==> config.mk <==
export PLATFORM = sky130hd
export DESIGN_NAME = key_conditioner_flat
export DESIGN_NICKNAME = d
export VERILOG_FILES = /design/src/rtl/key_cond_pkg.sv /design/src/rtl/key_conditioner_if.sv /design/src/rtl/key_debounce.sv /design/src/rtl/key_conditioner.sv /design/src/flat_wrapper.sv
export SDC_FILE = /design/constraint.sdc
export NUM_CORES = 1
export LEC_CHECK = 0
export ABC_AREA = 1
export BUFFER_PORTS_ARGS = -buffer_cell sky130_fd_sc_hd__buf_2
export CORE_ASPECT_RATIO = 0.5
export CORE_UTILIZATION = 50
export DETAILED_ROUTE_END_ITERATION = 10
export GPL_TIMING_DRIVEN = 0
export PLACE_DENSITY = 0.68
export SETUP_SLACK_MARGIN = 0.5
export SYNTH_ARGS = -nofsm -noshare
export SYNTH_HDL_FRONTEND = slang
export SYNTH_SLANG_ARGS = --single-unit
==> constraint.sdc <==
create_clock -name clk12MHz -period 1.7 [get_ports clk12MHz]
set_input_delay 0.17 -clock clk12MHz [delete_from_list [all_inputs] [get_ports clk12MHz]]
set_output_delay 0.17 -clock clk12MHz [all_outputs]
set_load 0.02 [all_outputs]
==> src/rtl/key_cond_pkg.sv <==
// Shared definitions for the push-button conditioning path: FSM state
// encoding, default 12 MHz timing constants and the counter-width helper.
package key_cond_pkg;

    // Press-classification FSM states
    typedef enum logic [1:0] {
        ST_IDLE = 2'd0,
        ST_HELD = 2'd1,
        ST_LONG = 2'd2
    } key_state_e;

    // Default timing at 12 MHz
    localparam int DEF_DEBOUNCE_CYCLES = 120000;   // 10 ms
    localparam int DEF_LONG_CYCLES     = 6000000;  // 0.5 s
    localparam int DEF_REPEAT_CYCLES   = 1200000;  // 100 ms
    localparam bit DEF_KEY_ACTIVE_LOW  = 1'b1;

    // Width of a counter that has to hold values up to 'cycles'
    function automatic int cnt_width(input int cycles);
        return $clog2(cycles) + 1;
    endfunction

endpackage

==> src/rtl/key_conditioner_if.sv <==
// Button pin plus the conditioned key level and event pulses.
// The conditioner connects through 'master' (it drives the outputs);
// the consumer side (sound/blink stages, bench) uses 'slave'.
interface key_conditioner_if;
    logic key_raw;
    logic key_level;
    logic press_pulse;
    logic release_pulse;
    logic short_press;
    logic long_press;
    logic repeat_pulse;

    modport master (
        input  key_raw,
        output key_level,
        output press_pulse,
        output release_pulse,
        output short_press,
        output long_press,
        output repeat_pulse
    );

    modport slave (
        output key_raw,
        input  key_level,
        input  press_pulse,
        input  release_pulse,
        input  short_press,
        input  long_press,
        input  repeat_pulse
    );
endinterface

==> src/rtl/key_debounce.sv <==
// Two-flop synchroniser on the raw pin followed by a stability counter.
// key_level is active-high and only changes after the synchronised pin
// has disagreed with it for DEBOUNCE_CYCLES consecutive clocks.
module key_debounce
    import key_cond_pkg::*;
#(
    parameter int DEBOUNCE_CYCLES = DEF_DEBOUNCE_CYCLES,
    parameter bit KEY_ACTIVE_LOW  = DEF_KEY_ACTIVE_LOW
) (
    input  logic clk12MHz,
    input  logic rst_n,
    input  logic key_raw,
    output logic key_level
);

    localparam int              DB_W    = cnt_width(DEBOUNCE_CYCLES);
    localparam logic [DB_W-1:0] DB_LAST = DB_W'(DEBOUNCE_CYCLES - 1);

    logic            sync1_q;
    logic            sync2_q;
    logic            key_sync;
    logic            level_q;
    logic            level_d;
    logic [DB_W-1:0] db_cnt_q;
    logic [DB_W-1:0] db_cnt_d;

    // Normalise to pressed = 1 regardless of pin polarity
    assign key_sync  = sync2_q ^ KEY_ACTIVE_LOW;
    assign key_level = level_q;

    // Count consecutive disagreements; accept the new level on the last one
    always_comb begin
        level_d  = level_q;
        db_cnt_d = db_cnt_q;
        if (key_sync == level_q) begin
            db_cnt_d = '0;
        end else if (db_cnt_q == DB_LAST) begin
            level_d  = ~level_q;
            db_cnt_d = '0;
        end else begin
            db_cnt_d = db_cnt_q + DB_W'(1);
        end
    end

    // Synchroniser and debounce state; sync flops reset to the idle pin level
    always_ff @(posedge clk12MHz or negedge rst_n) begin
        if (!rst_n) begin
            sync1_q  <= KEY_ACTIVE_LOW;
            sync2_q  <= KEY_ACTIVE_LOW;
            level_q  <= 1'b0;
            db_cnt_q <= '0;
        end else begin
            sync1_q  <= key_raw;
            sync2_q  <= sync1_q;
            level_q  <= level_d;
            db_cnt_q <= db_cnt_d;
        end
    end

endmodule

==> src/rtl/key_conditioner.sv <==
// Push-button conditioner: debounced level plus registered press, release,
// short/long classification and auto-repeat pulses. press_pulse feeds the
// sound stage start, key_level replaces the raw key for the blink stage.
module key_conditioner
    import key_cond_pkg::*;
#(
    parameter int DEBOUNCE_CYCLES = DEF_DEBOUNCE_CYCLES,
    parameter int LONG_CYCLES     = DEF_LONG_CYCLES,
    parameter int REPEAT_CYCLES   = DEF_REPEAT_CYCLES,
    parameter bit KEY_ACTIVE_LOW  = DEF_KEY_ACTIVE_LOW
) (
    input  logic               clk12MHz,
    input  logic               rst_n,
    key_conditioner_if.master  kif
);

    localparam int                HOLD_W     = cnt_width(LONG_CYCLES);
    localparam int                REP_W      = cnt_width(REPEAT_CYCLES);
    localparam int                REP_LAST_I = (REPEAT_CYCLES > 0) ? (REPEAT_CYCLES - 1) : 0;
    localparam logic [HOLD_W-1:0] HOLD_LAST  = HOLD_W'(LONG_CYCLES - 1);
    localparam logic [REP_W-1:0]  REP_LAST   = REP_W'(REP_LAST_I);

    logic              level_s;
    key_state_e        state_q;
    key_state_e        state_d;
    logic [HOLD_W-1:0] hold_cnt_q;
    logic [HOLD_W-1:0] hold_cnt_d;
    logic [REP_W-1:0]  rep_cnt_q;
    logic [REP_W-1:0]  rep_cnt_d;
    logic              press_q,   press_d;
    logic              release_q, release_d;
    logic              short_q,   short_d;
    logic              long_q,    long_d;
    logic              repeat_q,  repeat_d;

    key_debounce #(
        .DEBOUNCE_CYCLES (DEBOUNCE_CYCLES),
        .KEY_ACTIVE_LOW  (KEY_ACTIVE_LOW)
    ) u_debounce (
        .clk12MHz  (clk12MHz),
        .rst_n     (rst_n),
        .key_raw   (kif.key_raw),
        .key_level (level_s)
    );

    assign kif.key_level     = level_s;
    assign kif.press_pulse   = press_q;
    assign kif.release_pulse = release_q;
    assign kif.short_press   = short_q;
    assign kif.long_press    = long_q;
    assign kif.repeat_pulse  = repeat_q;

    // Next state and pulse decode; a falling level always takes priority
    // over a long-press or repeat that would fire in the same cycle
    always_comb begin
        state_d    = state_q;
        hold_cnt_d = hold_cnt_q;
        rep_cnt_d  = rep_cnt_q;
        press_d    = 1'b0;
        release_d  = 1'b0;
        short_d    = 1'b0;
        long_d     = 1'b0;
        repeat_d   = 1'b0;
        case (state_q)
            ST_IDLE: begin
                hold_cnt_d = '0;
                rep_cnt_d  = '0;
                if (level_s) begin
                    press_d = 1'b1;
                    state_d = ST_HELD;
                end else begin
                    state_d = ST_IDLE;
                end
            end
            ST_HELD: begin
                if (!level_s) begin
                    release_d  = 1'b1;
                    short_d    = 1'b1;
                    hold_cnt_d = '0;
                    state_d    = ST_IDLE;
                end else if (hold_cnt_q == HOLD_LAST) begin
                    long_d     = 1'b1;
                    hold_cnt_d = '0;
                    rep_cnt_d  = '0;
                    state_d    = ST_LONG;
                end else begin
                    hold_cnt_d = hold_cnt_q + HOLD_W'(1);
                end
            end
            ST_LONG: begin
                if (!level_s) begin
                    release_d  = 1'b1;
                    hold_cnt_d = '0;
                    rep_cnt_d  = '0;
                    state_d    = ST_IDLE;
                end else if (REPEAT_CYCLES > 0) begin
                    if (rep_cnt_q == REP_LAST) begin
                        repeat_d  = 1'b1;
                        rep_cnt_d = '0;
                    end else begin
                        rep_cnt_d = rep_cnt_q + REP_W'(1);
                    end
                end else begin
                    rep_cnt_d = '0;
                end
            end
            default: begin
                hold_cnt_d = '0;
                rep_cnt_d  = '0;
                state_d    = ST_IDLE;
            end
        endcase
    end

    // FSM state, counters and registered event pulses
    always_ff @(posedge clk12MHz or negedge rst_n) begin
        if (!rst_n) begin
            state_q    <= ST_IDLE;
            hold_cnt_q <= '0;
            rep_cnt_q  <= '0;
            press_q    <= 1'b0;
            release_q  <= 1'b0;
            short_q    <= 1'b0;
            long_q     <= 1'b0;
            repeat_q   <= 1'b0;
        end else begin
            state_q    <= state_d;
            hold_cnt_q <= hold_cnt_d;
            rep_cnt_q  <= rep_cnt_d;
            press_q    <= press_d;
            release_q  <= release_d;
            short_q    <= short_d;
            long_q     <= long_d;
            repeat_q   <= repeat_d;
        end
    end

endmodule

==> src/flat_wrapper.sv <==
// flat-port wrapper written by rule: the top's interface ports become plain ports
module key_conditioner_flat import key_cond_pkg::*;
#(
    parameter int DEBOUNCE_CYCLES = DEF_DEBOUNCE_CYCLES,
    parameter int LONG_CYCLES     = DEF_LONG_CYCLES,
    parameter int REPEAT_CYCLES   = DEF_REPEAT_CYCLES,
    parameter bit KEY_ACTIVE_LOW  = DEF_KEY_ACTIVE_LOW
)
  (clk12MHz, rst_n, kif_key_raw, kif_key_level, kif_press_pulse, kif_release_pulse, kif_short_press, kif_long_press, kif_repeat_pulse);
  key_conditioner_if kif_i ();
  input  logic clk12MHz;
  input  logic rst_n;
  input wire logic [$bits(kif_i.key_raw)-1:0] kif_key_raw;
  output wire logic [$bits(kif_i.key_level)-1:0] kif_key_level;
  output wire logic [$bits(kif_i.press_pulse)-1:0] kif_press_pulse;
  output wire logic [$bits(kif_i.release_pulse)-1:0] kif_release_pulse;
  output wire logic [$bits(kif_i.short_press)-1:0] kif_short_press;
  output wire logic [$bits(kif_i.long_press)-1:0] kif_long_press;
  output wire logic [$bits(kif_i.repeat_pulse)-1:0] kif_repeat_pulse;
  assign kif_i.key_raw = kif_key_raw;
  assign kif_key_level = kif_i.key_level;
  assign kif_press_pulse = kif_i.press_pulse;
  assign kif_release_pulse = kif_i.release_pulse;
  assign kif_short_press = kif_i.short_press;
  assign kif_long_press = kif_i.long_press;
  assign kif_repeat_pulse = kif_i.repeat_pulse;
  key_conditioner #(.DEBOUNCE_CYCLES(DEBOUNCE_CYCLES), .LONG_CYCLES(LONG_CYCLES), .REPEAT_CYCLES(REPEAT_CYCLES), .KEY_ACTIVE_LOW(KEY_ACTIVE_LOW)) u_core (.clk12MHz(clk12MHz), .rst_n(rst_n), .kif(kif_i));
endmodule
[After elaboration in Yosys (flattened, before gate mapping)]
Cells that the tools add are included.
Cells by class
  add/sub/neg operators: 3
  equality and inequality tests: 10
  mux-type cells: 27
  bitwise gates (word level): 3
  reductions and logical operators: 5
Operator list (number)
  $mux W22: 4
  $mux W24: 3
  $pmux W24 S2: 1
  $pmux W22 S2: 1
  $mux W18: 2
  $add A24 B1 Y24 const B: 1
  $eq A24 B23 Y1 const B: 1
  $add A22 B1 Y22 const B: 1
  $eq A22 B21 Y1 const B: 1
  $add A18 B1 Y18 const B: 1
  $eq A18 B17 Y1 const B: 1
  $mux W1: 12
  $mux W2: 3
  $pmux W2 S3: 1
  $reduce_and A2 Y1: 3
  $ne A2 B2 Y1 const B: 2
  $ne A3 B2 Y1 const B: 1
  $not A1 Y1: 3
  $eq A2 B1 Y1 const B: 1
  $eq A2 B2 Y1 const B: 1
  $logic_not A2 Y1: 1
  $ne A2 B1 Y1 const B: 1
  $reduce_or A2 Y1: 1
  $eq A1 B1 Y1: 1
Storage, ports and cells
  register bits after elaboration: 74
  bits of input ports: 3
  output and inout port bits: 6
  logic and storage cells: 60

[Depth between registers and ports, before layout]
Gate-level depths: netlist of the first run.
  depth in word-level cells: 4
  gate-level depth with buffers: 11
  gate-level depth less buffers: 11

[By module]
A second synthesis of the first run with hierarchy kept.
Unflattened totals
  cells, all modules: 615
  area, all modules: 4445.5 um^2
Modules (own cells, without submodules)
  key_conditioner: times used 1, cells an instance 474, area each 3318.2 um^2, sequential area each 1326.3 um^2
  key_debounce: times used 1, cells an instance 141, area each 1127.3 um^2, sequential area each 528.0 um^2

[Least setup slack after synthesis of the first run]
Ideal clock, no wire load.
  path type: register to register
  start: register u_core.u_debounce.db_cnt_q[0]
  end: register u_core.u_debounce.db_cnt_q[13]
  setup time: 134 ps
  arrival time: 1479 ps
  required time: 1566 ps
  slack: 87 ps
  stages on the path, launching flop included: 10
  clock period less this slack: 1613 ps
  path through: dfrtp_1 ha_1 nand2_1 nor2_1 nand2_1 nor2_1 nand3_1 nand2_1 buf_2 nor3_1
On the way
  cells in the longest elaborated chain, start to end: 3
  elaborated cells on any way between the ends: 4
  classes of those cells: 1 x add/sub; 1 x eq/ne; 2 x mux
Ends and longest elaborated chain
  start, declared: RTL line key_debounce.sv:24  | logic [DB_W-1:0] db_cnt_q;
  start signal, assigned: RTL line key_debounce.sv:56  | db_cnt_q <= db_cnt_d;
  $add A18 B1 Y18 / $eq A18 B17 Y1 (equally long branches): RTL line key_debounce.sv:41, key_debounce.sv:37
  $mux W18 *: RTL line key_debounce.sv:37  | end else if (db_cnt_q == DB_LAST) begin
  $mux W18 *: RTL line key_debounce.sv:35  | if (key_sync == level_q) begin
  via u_core.u_debounce.db_cnt_d[13]: RTL line key_debounce.sv:25  | logic [DB_W-1:0] db_cnt_d;
The timed path passes the listed nets; every way through them passes the cells marked *.
A chain may end at the register's enable or synchronous reset.

[Worst setup path in the final report of the first run]
  start: register u_core.hold_cnt_q[10]
  end: register u_core.rep_cnt_q[20]
On the way
  cells in the longest elaborated chain, start to end: 3
Ends and longest elaborated chain
  start, declared: RTL line key_conditioner.sv:26  | logic [HOLD_W-1:0] hold_cnt_q;
  start signal, assigned: RTL line key_conditioner.sv:128  | hold_cnt_q <= hold_cnt_d;
  $eq A24 B23 Y1: RTL line key_conditioner.sv:81  | end else if (hold_cnt_q == HOLD_LAST) begin
  $ne A2 B1 Y1 (no line)
  $reduce_and A2 Y1 (no line)
  end signal, assigned: RTL line key_conditioner.sv:129  | rep_cnt_q <= rep_cnt_d;
  end, declared: RTL line key_conditioner.sv:28  | logic [REP_W-1:0] rep_cnt_q;
No other way between the ends.

==> results of run 1 <==
through the flow:
step	hold slack (ps)	setup TNS, ps	cells	instance area [um2]	utilization [%]
2_1_floorplan	-125.6	0	615	4556	-
3_3_place_gp	275.1	-825.0	735	4736	57.54
3_5_place_dp	85.06	-770.4	736	4766	57.91
4_1_cts	269.8	0	819	6031	73.27
5_1_grt	291.2	-458.4	831	6534	79.39
6_report	266.0	0	831	6534	79.39
synth_stat cells:
master	number	area share, %
sky130_fd_sc_hd__nand2_1	158	14
sky130_fd_sc_hd__nor2_1	113	9.7
sky130_fd_sc_hd__dfrtp_1	72	41
sky130_fd_sc_hd__inv_1	69	5.9
sky130_fd_sc_hd__nand3_1	57	6.5
sky130_fd_sc_hd__nand4_1	20	2.9
sky130_fd_sc_hd__nor3_1	20	2.3
sky130_fd_sc_hd__a21oi_1	16	1.8
sky130_fd_sc_hd__o21ai_0	16	1.8
sky130_fd_sc_hd__xor2_1	13	2.6
sky130_fd_sc_hd__ha_1	6	1.7
sky130_fd_sc_hd__o21bai_1	5	0.86
sky130_fd_sc_hd__buf_6	4	1.0
sky130_fd_sc_hd__o21ai_1	4	0.46
sky130_fd_sc_hd__o21ai_2	4	0.80
sky130_fd_sc_hd__o22ai_1	4	0.57
sky130_fd_sc_hd__buf_2	3	0.34
sky130_fd_sc_hd__nor3b_1	3	0.52
sky130_fd_sc_hd__xnor2_1	3	0.60
sky130_fd_sc_hd__clkbuf_1	2	0.17
sky130_fd_sc_hd__clkinv_1	2	0.17
sky130_fd_sc_hd__dfstp_2	2	1.2
sky130_fd_sc_hd__inv_2	2	0.17
sky130_fd_sc_hd__nand2_2	2	0.29
sky130_fd_sc_hd__nand3b_1	2	0.34
sky130_fd_sc_hd__nor2_2	2	0.29
sky130_fd_sc_hd__a21oi_2	1	0.20
sky130_fd_sc_hd__a31oi_1	1	0.14
sky130_fd_sc_hd__buf_1	1	0.086
sky130_fd_sc_hd__inv_4	1	0.14
sky130_fd_sc_hd__mux2i_1	1	0.23
sky130_fd_sc_hd__nand2_4	1	0.26
sky130_fd_sc_hd__nand3_2	1	0.23
sky130_fd_sc_hd__nor2_4	1	0.26
sky130_fd_sc_hd__nor3_2	1	0.23
sky130_fd_sc_hd__nor4_1	1	0.14
sky130_fd_sc_hd__or2_2	1	0.14
routing by layer:
metal | up-vias | share of wire (%) | GRT usage, %
met5 | - | 0 | 0
met4 | 0 | 3.9 | 15.31
met3 | 60 | 6.0 | 7.778
met2 | 167 | 49 | 53.50
met1 | 2215 | 41 | 32.84
li1 | 2175 | - | -
cell usage in the layout, fill, tap and decap left out, drive strengths merged, types with 2 or more instances in the layout:
master and count:
nand2 161, nor2 116, buf 92, dfrtp 72, inv 72, nand3 58
o21ai 24, nor3 21, nand4 20, a21oi 17, clkbuf 14, xor2 13
ha 6, clkinv 6, o21bai 5, o22ai 4, nor3b 3, xnor2 3
nand3b 2, bufinv 2, dlygate4sd3 2, dfstp 2
power groups by stage:
stage	sequential [W]	combinational, W	clock, W
after global routing	0.00178	0.000127	0.00215
after floorplan	0.00181	0.0000196	0
after detailed placement	0.00181	0.0000709	0
final	0.00178	0.000116	0.00205
after CTS	0.00178	0.0000945	0.00206
after global placement	0.00181	0.0000611	0
registers in the layout, indices dropped and copies added, names as in the netlist:
signal,flops
u_core.hold_cnt_q,24
u_core.kif.long_press,1
u_core.kif.press_pulse,1
u_core.kif.release_pulse,1
u_core.kif.repeat_pulse,1
u_core.kif.short_press,1
u_core.rep_cnt_q,22
u_core.state_q,2
u_core.u_debounce.db_cnt_q,18
u_core.u_debounce.key_level,1
u_core.u_debounce.sync1_q,1
u_core.u_debounce.sync2_q,1
critical path, cell delays in order (launching register included):
cell and delay (ps):
sky130_fd_sc_hd__dfrtp_1 380, sky130_fd_sc_hd__nand2_1 130, sky130_fd_sc_hd__nor2_1 150, sky130_fd_sc_hd__nand2_1 110, sky130_fd_sc_hd__nor2_4 150, sky130_fd_sc_hd__nand3_4 100, sky130_fd_sc_hd__nand2_4 120, sky130_fd_sc_hd__buf_6 130
sky130_fd_sc_hd__buf_6 90, sky130_fd_sc_hd__nand2_1 40, sky130_fd_sc_hd__nand2_1 50, sky130_fd_sc_hd__nand2_1 50, sky130_fd_sc_hd__nor2_1 90
cells by family after synthesis:
logic type	Yosys count	share of synthesized area [%]
compound gates	51	6.701
xor+xnor	16	3.207
fa+ha+maj	6	1.718
buf+inv	84	8.047
flops	74	42.44
mux	1	0.2291
simple gates	383	37.66
timing repair:
action,4_1_cts,5_1_grt
endpoints found under the setup margin,69,69
hold buffers,2,0
cloned,4,1
gates resized for setup,114,97
endpoints found under the hold margin,22,0
pin swaps,47,45
buffers inserted,61,11
how the worst max path moves through the flow:
stage	startpoint	to	cells past startpoint
finish	u_core.hold_cnt_q[10]$_DFFE_PN0P_	u_core.rep_cnt_q[20]$_DFFE_PN0P_	12
global route	u_core.hold_cnt_q[12]$_DFFE_PN0P_	u_core.hold_cnt_q[23]$_DFFE_PN0P_	8
CTS	u_core.hold_cnt_q[12]$_DFFE_PN0P_	u_core.rep_cnt_q[17]$_DFFE_PN0P_	13
detailed placement	u_core.u_debounce.db_cnt_q[0]$_DFF_PN0_	u_core.u_debounce.db_cnt_q[13]$_DFF_PN0_	9
global placement	rst_n	u_core.u_debounce.key_level$_DFFE_PN0P_	1
floorplan	u_core.hold_cnt_q[0]$_DFFE_PN0P_	u_core.rep_cnt_q[4]$_DFFE_PN0P_	11
final cells by class:
type                    count  area, um2
multi-input cells         457       2972
flip-flops and latches     74       1864
fillers                   537       1697
repair buffers             87      793.3
inverters                  74      307.8
clock buffers              11      232.7
well taps                 112      140.1
plain buffers              10      128.9
clock inverters             5      78.83
repair inverters            1      16.27
==> results, run 1 <==
- The run finished with clean final reports.
- The routed design could run at a clock period as short as 1667 ps.
- Dividing total power by cell area gives a power density of 604.4 nW/um2.
- After detailed routing, the average wire length per cell comes to 16.31 um.
- The worst hold path belongs to the class in -> async.
- The total detailed-routing wirelength is 13560 um.
- The repair_antennas step left the layout with diodes totalling 0.
- The H-tree was split into 3 levels.
- The switching power share of the total is 21.49%.
- For this run, the number of Yosys warnings is 0.
- After synthesis the cells add up to 4369 um2.
- Using the TritonRoute via totals, the vias-per-cell ratio works out to 5.556.
- The net switching power is 0.0008486 W.
- The worst setup margin is 32.64 ps.
- The cell-internal power is 0.003100 W.
- The element type at the critical path end is a flip-flop.
- The final layout net count is 723.
- Sequential elements use 42.44% of the synthesized area.
- The CTS buffer count is 9.
- The relative area change from synthesis to final layout is 49.54%.
- Yosys mapped the design onto 37 distinct sky130hd cell types.
- Total power for the finished layout comes to 0.003949 W.
- The depth of the worst register-to-register path is 12.
- The synthesized design contains 74 register bits.
- The antenna violation net count after detailed routing is 0.
- Setup violations remaining at the end of the flow were counted as 0.
- Measured against its own limit, the worst slew margin works out to 66.78%.
- The number of standard-cell rows in the floorplan is 23.
- The kind of launch point of the worst setup path is a flip-flop.
- The weighted congestion reported at the end of routability-driven placement is 0.8722.
- The wire length of the first global-routing pass is 20570 um.
- After floorplanning, the core was sized to cover 8230 um2.
- The number of global-route vias before repair came to 4451.
- The worst setup path is of the reg -> reg kind.
- The residual DRC count is 0.
- For this run, the total global-route usage over all layers was measured as 29.42%.
- Measured along the x axis, the die boundary spans 134.2 um.
- Data on the critical path arrives at its endpoint at 1950 ps.
- The worst-margin pin slew is 493.7 ps.
- The worst register-to-register path ends at u_core.rep_cnt_q[20]$_DFFE_PN0P_.
- The number of antenna violations at the first check in global routing is 0.
- The clock-pin slew on the worst setup and hold paths is 60 ps.
- The relative contribution of combinational cells to total power is 2.9%.
- Max-cap violations in this run came to 0.
- Setup repair after global routing could not meet its margin everywhere.
- The required time reported for the critical path endpoint is 1980 ps.
- 9 I/O pins were placed.
- The height of the die is 68.10 um.
- The fmax is 0.5998 GHz.
- The number of clock sinks is 74.
- In this run the static leakage power is 2.758 nW.
- The starting density of the core is 53.09%.
- Summed over all nets, the half-perimeter wirelength after detailed placement is 7284 um.
- The post-route fraction of the period consumed by the critical path is 98.08%.
- IR analysis of the VDD net gives a maximum drop of 0.0005448 V.
- Registers are responsible for 45.1% of the overall power.
- The setup check on the worst reg-to-reg path leaves a slack of 30 ps.
- The detailed-route via count is 4617.
- The share of layout cells above drive strength 1 is 38.66%.
- The average cell area after synthesis is 7.104 um2.
- The overall overflow remaining after global route is 0.
- The buffer cell driving the clock tree root is sky130_fd_sc_hd__clkbuf_16.
- Entering global routing, the biggest net connects 54 pins.
- The CTS tree is done.
- The worst register-to-register path begins at u_core.hold_cnt_q[10]$_DFFE_PN0P_.
- The worst slack at placement is -98.89 ps.
- At the later pin of the worst-skew pair, clock insertion delay measures 340 ps.
- Of all nets on the critical path, the largest fanout is 4.
- The part of the power in the clock network is 51.9%.
- The final number of hold-violating endpoints is 0.
- Synthesis handed over a netlist of 615 instances.
- The max-slew violation total from the final report is 0.
- The number of buffers on the longest clock path is 2.
- The count of buffers from port buffering is 8.
- The first detailed-routing pass ran for 8 iterations.
- The violation count after the first detailed-route iteration is 284.
- The die area is 9139 um2.
- The worst clock skew is 8.971 ps.
- Counting every net in the synthesized netlist gives 624.
(Power assumes the default switching activity.)
==> run 2, diff against run 1 <==
--- a/config.mk
+++ b/config.mk
@@ -8,10 +8,10 @@
 export ABC_AREA = 1
 export BUFFER_PORTS_ARGS = -buffer_cell sky130_fd_sc_hd__buf_2
 export CORE_ASPECT_RATIO = 0.5
-export CORE_UTILIZATION = 50
+export CORE_UTILIZATION = 57
 export DETAILED_ROUTE_END_ITERATION = 10
 export GPL_TIMING_DRIVEN = 0
-export PLACE_DENSITY = 0.68
+export PLACE_DENSITY = 0.76
 export SETUP_SLACK_MARGIN = 0.5
 export SYNTH_ARGS = -nofsm -noshare
 export SYNTH_HDL_FRONTEND = slang
==> run 2 against run 1 <==
  * The flow now finishes with violations (negative setup slack)
  * Die area shrank 12%
  * Final area grew 2.5%
  * Worst hold slack gained 7.4 ps
  * Clock skew grew 1.3 ps
  * Sequential cell count is the same
  * Combinational power grew 8%
  * Utilization grew 11 points
  * First-iteration DRC count grew 88%
  * Sequential share of layout area shrank 0.70 points
  * Global-route usage grew 4.3 points
  * Fmax shrank 12%
  * Largest power group unchanged
  * Highest routed layer unchanged
==> results, run 2 (same netlist as run 1, synthesis figures left out) <==
- The congestion estimate from routability-driven global placement came to 0.9509.
- The multi-input combinational cells in the finished layout cover a total of 3048 um2.
- The fmax is 0.5302 GHz.
- The die span in x is 125.8 um.
- The post-layout total power is 0.003989 W.
- The die covers 8041 um2.
- The CTS buffer count is 9.
- The clock-pin slew on the worst setup and hold paths is 60 ps.
- Net switching is 21.83% of the power.
- Counting every sink on the clock net gives 74.
- Setup repair after global routing could not meet its margin everywhere.
- STA classifies the critical path startpoint as a flip-flop.
- The placed instances occupy a cell area of 4746 um2.
- Of the total power, the clock network draws 52.3%.
- The library cell used most frequently in the layout, excluding fill and tap cells, is sky130_fd_sc_hd__nand2_1.
- The number of ports placed on the die boundary is 9.
- The average vias per placed instance is 6.110.
- The share of layout cells above drive strength 1 is 43.79%.
- The count of maximum capacitance violations is 0.
- After layout, the worst path uses 111.0% of the clock period.
- The checks that failed: negative setup slack.
- The detailed-route via count is 5065.
- Between clock sinks in the finished design, the worst skew comes to 10.26 ps.
- Summed over all cells, the static leakage comes to 2.833 nW.
- The half-perimeter wire length after detailed placement is 7268 um.
- The most critical setup path has its startpoint at u_core.hold_cnt_q[18]$_DFFE_PN0P_.
- The worst-case vdd ir drop is 0.0004863 V.
- The final-layout fill cell count is 292.
- The core box area is 7377 um2.
- The count of buffers from port buffering is 8.
- STA classifies the critical path endpoint as a flip-flop.
- The number of antenna diodes in the final layout is 0.
- Together, buffers and inverters on the worst path number 3.
- Before antenna repair, the detailed router went through 8 iterations.
- The overall overflow remaining after global route is 0.
- The relative area change from synthesis to final layout is 53.29%.
- The register cell area after layout is 1864 um2.
- The flip-flop count of the largest register after layout is 24.
- The global-route track usage on met3 is 7.454%.
- The net switching power is 0.0008708 W.
- The CTS tree is done.
- The global-route usage over all layers is 33.67%.
- The residual DRC count is 0.
- The met1 track demand over resource is 38.79%.
- The register bank with the most flops is u_core.hold_cnt_q.
- The initial utilization of the core area, before any placement, comes to 59.23%.
- The maximum number of pins on one net before global-route repair is 53.
- The start of the worst register-to-register path is u_core.hold_cnt_q[18]$_DFFE_PN0P_.
- The clock reaches the later pin of the worst-skew pair after 350 ps.
- The slowest stage of the critical path belongs to the cell sky130_fd_sc_hd__dfrtp_1.
- The largest registers in the layout are u_core.hold_cnt_q (24), u_core.rep_cnt_q (22), u_core.u_debounce.db_cnt_q (18).
- The critical path in this run is classified as reg -> reg.
- In the final routed layout, each cell accounts on average for 19.11 um.
- The final number of hold-violating endpoints came to 0.
- The stage delay of the slowest cell on the critical path is 410 ps.
- Counting along the longest clock path gives a buffer depth of 2.
- Data arrives at the worst endpoint at 2160 ps.
- The floorplan has 22 rows.
- The worst-margin pin slew is 512.8 ps.
- After layout, the worst setup slack is -186.2 ps.
- In this run the remaining antenna-violating nets after routing total 0.
- Cells fill 90.79% of the core in the end.
- Cell internal power was estimated by the tool at 0.003118 W.
- The worst slack at placement is -132.1 ps.
- The shortest period the worst path allows is 1886 ps.
- Measured against its own limit, the worst slew margin works out to 65.50%.
- In the layout the commonest cells are sky130_fd_sc_hd__nand2_1 (119), sky130_fd_sc_hd__nor2_1 (72), sky130_fd_sc_hd__buf_4 (70).
- The final layout contains 737 nets.
- The met2 usage is 60.14%.
- Power spread over the standard cell area amounts to 595.6 nW/um2.
- The relative contribution of combinational cells to total power is 3.1%.
- The height of the die is 63.91 um.
- The worst min-delay path class is in -> async.
- The total detailed-routing wirelength is 15840 um.
- For this block, the initial DRC count from the detailed router was 534.
- The max-slew violation total from the final report was 0.
- The buffer cell driving the clock tree root is sky130_fd_sc_hd__clkbuf_16.
- Along the worst path, the maximum fanout reaches 5.
- The final setup violation count is 32.
- The run finished, with violations left.
- The wire length of the first global-routing pass is 21060 um.
- The layer with the highest usage is met2.
- The register share of total power is 44.6%.
- The number of global-route vias before repair is 4591.
- The finished cells cover 6698 um2.
- The number of antenna violations at the first check in global routing is 0.
- The dominant delay contributor by cell family on the critical path is simple AND/OR/NAND/NOR gates.
- The H-tree generated during clock tree synthesis spans 3 levels.
- At the worst endpoint, the required time is 1970 ps.
- Walking the worst path, the cells encountered are inv_1, nand2_1, nor2_1, nand2_1, nor2_2, nand3_2, nand2_4, buf_6, clkbuf_16, a21oi_1, nor2_1.
[run 2: cell types whose count changed in the layout (fill, tap and decap cells not counted), sizes merged]
cell,delta
clkbuf,+2
clkinv,-5
inv,+2
clkinvlp,+2
bufinv,-1
buf,+14
[run 2: metrics by stage]
stage | hold WS, ps | std cells | TNS (ps)
floorplan | -125.6 | 615 | 0
global placement | 274.5 | 719 | -561.8
detailed placement | 92.86 | 720 | -1018
CTS | 275.2 | 798 | 0
global route | 314.3 | 829 | -5730
finish | 273.4 | 829 | -2525
[run 2: area by class of cell]
class	count	area share (%)
inverters	74	4.558
well taps	96	1.793
repair inverters	1	0.2429
multi-input cells	457	45.51
plain buffers	10	1.812
flip-flops and latches	74	27.83
clock inverters	3	0.6725
repair buffers	101	13.39
clock buffers	13	4.185
[run 2: final timing paths]
path / end / slack [ps] / cells after the start
worst min register to register: u_core.u_debounce.sync2_q$_DFF_PN1_ / 360 / 0
max in group asynchronous: u_core.u_debounce.sync2_q$_DFF_PN1_ / 810 / 3
worst max-delay path: u_core.rep_cnt_q[6]$_DFFE_PN0P_ / -190 / 11
worst min-delay path: u_core.u_debounce.db_cnt_q[12]$_DFF_PN0_ / 270 / 2
min in group clk12MHz: u_core.u_debounce.sync2_q$_DFF_PN1_ / 360 / 0
worst max register to register: u_core.rep_cnt_q[6]$_DFFE_PN0P_ / -190 / 11
[run 2: timing repair]
action                     4_1_cts  5_1_grt
buffers inserted                56       29
gates cloned                     4        2
hold endpoints to repair        23        0
setup endpoints to repair       69       68
pin swaps                       39       55
hold buffers                     2        0
gates resized for setup        106      128
[run 2: power by group through the flow]
stage / Combinational, W / Clock [W] / Sequential (W)
after floorplan: 0.0000196 / 0 / 0.00181
after global placement: 0.0000607 / 0 / 0.00181
after detailed placement: 0.0000702 / 0 / 0.00181
after CTS: 0.0000926 / 0.00206 / 0.00178
after global routing: 0.000135 / 0.00215 / 0.00178
final: 0.000125 / 0.00208 / 0.00178
[run 2: routing by layer]
layer  wire length, um  share of wire [%]
met1              5842                 37
met4               961                6.1
met3              1338                8.4
met5                 0                  0
met2              7701                 49
